$ cat config.mk
export PLATFORM = sky130hd
export DESIGN_NAME = piso_serializer
export DESIGN_NICKNAME = d
export VERILOG_FILES = /design/src/rtl/piso_serializer.sv
export SDC_FILE = /design/constraint.sdc
export NUM_CORES = 1
export LEC_CHECK = 0
export BUFFER_PORTS_ARGS = -buffer_cell sky130_fd_sc_hd__clkbuf_2
export CAP_MARGIN = 20
export CORE_MARGIN = 2
export CORE_UTILIZATION = 30
export CTS_CLUSTER_SIZE = 8
export DETAILED_ROUTE_END_ITERATION = 8
export PLACE_DENSITY_LB_ADDON = 0.1
export SYNTH_ARGS = -nofsm -noshare
export SYNTH_HDL_FRONTEND = slang
export SYNTH_SLANG_ARGS = --single-unit
$ cat constraint.sdc
create_clock -name clk -period 1.42 [get_ports clk]
set_input_delay 0.142 -clock clk [delete_from_list [all_inputs] [get_ports clk]]
set_output_delay 0.142 -clock clk [all_outputs]
set_load 0.005 [all_outputs]
$ cat src/rtl/piso_serializer.sv
// Parallel-in/serial-out stage: accepts W-bit words on a load/ready handshake and
// shifts them out one bit per clock, back-to-back without idle bits.
module piso_serializer #(
    parameter int unsigned W         = 8,
    parameter int unsigned MSB_FIRST = 1
) (
    input  logic         clk,
    input  logic         R,
    input  logic [W-1:0] din,
    input  logic         load,
    output logic         ready,
    output logic         sout,
    output logic         sval,
    output logic         last
);

    localparam int unsigned CW = (W > 2) ? $clog2(W) : 1;
    localparam logic [CW-1:0] LAST_CNT = CW'(W - 1);

    typedef enum logic {
        ST_IDLE  = 1'b0,
        ST_SHIFT = 1'b1
    } state_t;

    state_t        r_state;
    state_t        w_state_n;
    logic [CW-1:0] r_cnt;
    logic [CW-1:0] w_cnt_n;
    logic [W-1:0]  r_shreg;
    logic [W-1:0]  w_shreg_n;
    logic          r_sout;
    logic          w_sout_n;
    logic          r_sval;
    logic          w_sval_n;
    logic          r_last;
    logic          w_last_n;

    logic          w_ready;
    logic          w_accept;
    logic          w_first_bit;
    logic          w_next_bit;
    logic [W-1:0]  w_shifted;

    // Ready in IDLE, or on the final bit of a word so the next word follows gaplessly.
    assign w_ready  = (r_state == ST_IDLE) || (r_cnt == LAST_CNT);
    assign w_accept = load && w_ready;

    // Bit-order selection: the register always shifts toward the outgoing end.
    generate
        if (MSB_FIRST != 0) begin : g_msb
            assign w_first_bit = din[W-1];
            assign w_next_bit  = r_shreg[W-2];
            assign w_shifted   = {r_shreg[W-2:0], 1'b0};
        end else begin : g_lsb
            assign w_first_bit = din[0];
            assign w_next_bit  = r_shreg[1];
            assign w_shifted   = {1'b0, r_shreg[W-1:1]};
        end
    endgenerate

    // State register and datapath registers.
    always_ff @(posedge clk) begin
        if (R) begin
            r_state <= ST_IDLE;
            r_cnt   <= '0;
            r_shreg <= '0;
            r_sout  <= 1'b0;
            r_sval  <= 1'b0;
            r_last  <= 1'b0;
        end else begin
            r_state <= w_state_n;
            r_cnt   <= w_cnt_n;
            r_shreg <= w_shreg_n;
            r_sout  <= w_sout_n;
            r_sval  <= w_sval_n;
            r_last  <= w_last_n;
        end
    end

    // Next-state and next-output logic; the line idles at 0 unless a bit is being sent.
    always_comb begin
        w_state_n = r_state;
        w_cnt_n   = r_cnt;
        w_shreg_n = r_shreg;
        w_sout_n  = 1'b0;
        w_sval_n  = 1'b0;
        w_last_n  = 1'b0;

        case (r_state)
            ST_IDLE: begin
                if (w_accept) begin
                    w_state_n = ST_SHIFT;
                    w_shreg_n = din;
                    w_sout_n  = w_first_bit;
                    w_sval_n  = 1'b1;
                    w_cnt_n   = '0;
                end
            end
            ST_SHIFT: begin
                if (r_cnt != LAST_CNT) begin
                    w_shreg_n = w_shifted;
                    w_sout_n  = w_next_bit;
                    w_sval_n  = 1'b1;
                    w_cnt_n   = CW'(r_cnt + CW'(1));
                    w_last_n  = (w_cnt_n == LAST_CNT);
                end else if (w_accept) begin
                    w_shreg_n = din;
                    w_sout_n  = w_first_bit;
                    w_sval_n  = 1'b1;
                    w_cnt_n   = '0;
                end else begin
                    w_state_n = ST_IDLE;
                    w_cnt_n   = '0;
                end
            end
        endcase
    end

    assign ready = w_ready;
    assign sout  = r_sout;
    assign sval  = r_sval;
    assign last  = r_last;

endmodule
### Yosys cells after proc, flatten, opt, wreduce, memory -nomap -nowiden

Cells that the tools add are included.

| storage, ports and cells | value |
|---|---|
| flip-flop bits (word level) | 14 |
| output and inout bits | 4 |
| logic and storage cells | 27 |

| operators by class | value |
|---|---|
| add/sub/neg operators | 1 |
| equality and inequality tests | 4 |
| multiplexer cells | 12 |
| bitwise logic cells | 2 |
| reduce and logical (&&, ||, !) cells | 3 |

Operators with widths:

| kind | count |
|---|---|
| $mux 8 | 2 |
| $pmux 8 s2 | 1 |
| $eq 3x3->1 const B | 2 |
| $mux 3 | 2 |
| $pmux 3 s2 | 1 |
| $mux 1 | 4 |
| $pmux 1 s2 | 2 |
| $add 3x1->3 const B | 1 |
| $ne 3x3->1 const B | 1 |
| $reduce_or 3->1 | 1 |
| $ne 2x2->1 const B | 1 |
| $not 1->1 | 2 |
| $logic_and 1x1->1 | 1 |
| $logic_or 1x1->1 | 1 |

### Depth between registers and ports, before layout

| depth | value |
|---|---|
| depth in word-level cells | 6 |
| depth in mapped cells | 7 |

### Worst setup path before layout

No wires, ideal clock.

| path | value |
|---|---|
| kind | reg2reg |
| start point | reg r_cnt[0] |
| end point | reg r_sout, in the netlist sout |
| setup time | 123 ps |
| arrival time | 1180 ps |
| required time | 1297 ps |
| setup slack | 117 ps |
| stages on the path, launching flop included | 8 |
| buffers on the path | 1 |
| path through | dfxtp_1 -> ha_1 -> ha_1 -> nor2b_4 -> inv_2 -> buf_6 -> nand3_1 -> a21oi_1 |

| on the way | value |
|---|---|
| word-level cells in the longest chain between the ends | 6 |

RTL lines:

| item | RTL line | RTL |
|---|---|---|
| start: declaration | 27 | `logic [CW-1:0] r_cnt;` |
| start signal: assignment | 72 | `r_cnt <= w_cnt_n;` |
| $eq 3x3->1 * | 45 | `assign w_ready = (r_state == ST_IDLE) \|\| (r_cnt == LAST_CNT);` |
| $logic_or 1x1->1 * | 45 |  |
| via ready | 11 | `output logic ready,` |
| $logic_and 1x1->1 * | 46 | `assign w_accept = load && w_ready;` |
| $mux 1 * | 91, 106 |  |
| $mux 1 | 100 | `if (r_cnt != LAST_CNT) begin` |
| $pmux 1 s2 * | 89 | `case (r_state)` |
| end signal: assignment | 74 | `r_sout <= w_sout_n;` |
| end: declaration | 31 | `logic r_sout;` |

Mark *: on every way through the listed nets, which the timed path passes. The rest lies on a longest branch.
A chain may end at the register's enable or synchronous reset.

### Worst setup path in the final report

| path | value |
|---|---|
| start point | reg r_cnt[0] |
| end point | out ready |

| on the way | value |
|---|---|
| word-level cells in the longest chain between the ends | 2 |

RTL lines:

| item | RTL line |
|---|---|
| $eq 3x3->1 | 45 |
| $logic_or 1x1->1 | 45 |
| end: declaration | 11 |

No other way between the ends.

==> results.md <==
* Status: complete, no violations
* Worst setup EP type: primary output
* Unique cell type count in the Yosys netlist at 17
* Pre-CTS WS at 0.08365 ns
* Crit path depth at 5
* GRT Total Usage at 10.09%
* Final nets at 93
* GPL Wtd Cong at 0.6776
* Crit path DAT at 1.22 ns
* IO Pins at 15
* Cell Chain, Critical Path: ha_4 > ha_4 > nor2b_4 > inv_6 > clkbuf_2
* Footprint of the multi-input gates at 335.3 µm²
* Syn Area/Cell at 10.22 µm²
* RSZ-0062 raised after global routing: no
* CTS tree: done
* Total number of vias at 458
* Cells after DPL at 98
* Pre-antenna DRT Iters at 1
* Worst Skew at 0.0004217 ns
* Area Overhead vs Synth at 29.05%
* Number of port buffers at 14
* Slew at the pin with the worst max-slew slack at 0.3356 ns
* Post-Syn Area at 603.1 µm²
* Crit path max fanout at 2
* Initial Util at 31.38%
* WS Path Type: reg2out
* Synthesis-stage register bit count at 13
* Peak VDD IR at 0.0004998 V
* Fin crit period at 1.360 ns
* Slew Viols, Final at 0
* Slowest stage delay, CP at 0.34 ns
* Row count at 16
* P per Cell Area at 951.3 mW/mm²
* Slew headroom at 77.63%
* Post-DP HPWL at 769.9 µm
* Design Power at 740.4 µW
* Syn_nets at 73
* Final worst-path cycle share at 95.75%
* Buf+Inv Stages, Crit Path at 2
* Most common cell after layout, fill and taps aside: clkbuf_2
* CP max stage cell: dfxtp_2
* Clock Tree Root: clkbuf_4
* Max-cap viol count at 0
* GRT Residual Overflow at 0
* Routed WL at 1084 µm
* Height of the chip at 48.84 µm
* HP Class: in2reg
* Layout cells sized above 1 at 44.87%
* Cts bufs inserted at 3
* Total Neg Setup Slack at 0 ns
* Setup WS post-layout at 0.06034 ns
* Largest net degree at the start of global routing at 15
* N_diodes at 0
* Post-CTS Hold Fix Bufs at 0
* Die width at 48.84 µm
* Die area at 0.002385 mm²
* Seq/Total Area, Yosys at 43.15%
* Cells after synthesis at 59
* FMAX at 735.5 MHz
* Initial antenna violation count at 0
* # setup viols final at 0
* R2r worst-path depth at 7
* First-pass GRT wire length at 1814 µm
* Antenna-violating nets left at 0
* Pleak at 0.3400 nW
* Num Clock Sinks at 13
* Core box area at 0.001922 mm²
* Worst-skew pair later-pin latency at 0.27 ns
* CP most frequent cell: ha_4
* CP Data Required Time at 1.28 ns
* Clock transition at path regs at 0.07 ns
* Hold Fails Final Rpt at 0
* Fin cells at 105
* Commonest cells after routing, fill and taps aside: clkbuf_2 (14), dfxtp_1 (11), nor2_1 (10)
* DR WL/cell at 10.32 µm
* Register area at 262.8 µm²
* Maximum clock path buffer count at 2
* Worst hold path stage count at 3
* Vias in the first global route at 420
* Violation count after the first detailed-route iteration at 0
* Ys Warns at 0
* Crit path max-delay family: flip-flops
* # fillers at 205
* CP startpoint kind: flip-flop
* # H-tree levels at 1
* Remaining DRCs at 0
* Via-to-Cell Ratio at 4.362
* R2R setup slack at 0.12 ns
## through the flow
step / hold slack (ns) / utilization [%] / instance area (µm²)
global placement: 0.4231 / 36.07 / 693.2
finish: 0.1313 / 40.49 / 778.2
CTS: 0.1242 / 38.80 / 745.7
floorplan: 0.2066 / - / 603.1
detailed placement: 0.4144 / 36.07 / 693.2
global route: 0.1526 / 40.49 / 778.2
## power by group
part	internal (mW)	leakage, nW	switching [mW]	total [mW]
logic	0.0585	0.217	0.0589	0.117
clock network	0.109	0.0150	0.112	0.221
registers	0.388	0.108	0.0148	0.402
total	0.555	0.340	0.186	0.740
## final cells by class
| type | count | area share, % |
|---|---|---|
| tap | 27 | 4.341 |
| inverter | 3 | 2.090 |
| timing repair buffer | 18 | 13.34 |
| sequential | 13 | 33.76 |
| multi-input combinational | 40 | 43.09 |
| clock buffer | 4 | 3.376 |
## final timing paths
path / end / from
min reg2reg: sout / r_shreg[6]
min: sout / din[7]
max: ready / r_cnt[0]
max reg2reg: r_shreg[6] / r_cnt[0]
## flip-flops by register name (all words and copies together) (netlist names)
| name | count |
|---|---|
| r_cnt | 3 |
| sval | 1 |
| last | 1 |
| sout | 1 |
| r_shreg | 7 |
## metal layers
layer	track usage [%]	up-vias	routed length, µm
met4	2.857	0	0
met2	14.84	10	522
met3	6.135	0	62
met1	12.31	205	500
met5	0	-	0
li1	-	243	-
## worst reg2reg max path, stage by stage (launching register included)
cell and delay (ns):
dfxtp_2 0.34, ha_4 0.16, ha_4 0.15, nor2b_4 0.15, inv_6 0.04, buf_6 0.15
nor2_1 0.13, a211oi_2 0.06
## cell usage after synthesis
cell type / count / area share [%]
nor2b_4: 1 / 2.3
nor2_1: 10 / 6.2
nor3_1: 1 / 0.83
a21oi_1: 4 / 3.3
a211oi_2: 6 / 12
inv_2: 1 / 0.62
ha_1: 3 / 6.2
mux2i_1: 7 / 12
inv_1: 2 / 1.2
buf_2: 2 / 1.7
nand2_1: 2 / 1.2
nor3b_1: 3 / 3.7
dfxtp_1: 13 / 43
nor2_2: 1 / 1.0
buf_6: 1 / 1.9
nor3_2: 1 / 1.7
nand3_1: 1 / 0.83
## logic make-up (layout without fill, tap and decap cells)
family | count (synthesis) | count (layout) | synth area share [%]
fa+ha+maj | 3 | 3 | 6.225
compound gates | 10 | 10 | 15.77
flops | 13 | 13 | 43.15
mux | 7 | 7 | 11.62
simple gates | 20 | 20 | 17.84
buf+inv | 6 | 25 | 5.394
## timing repair
| action | 4_1_cts | 5_1_grt |
|---|---|---|
| buffers inserted | 2 | 1 |
| cloned | 0 | 0 |
| pin swaps | 0 | 0 |
| endpoints found under the setup margin | 1 | 8 |
| resized for setup | 5 | 4 |
Power figures use the tool's default switching activity.
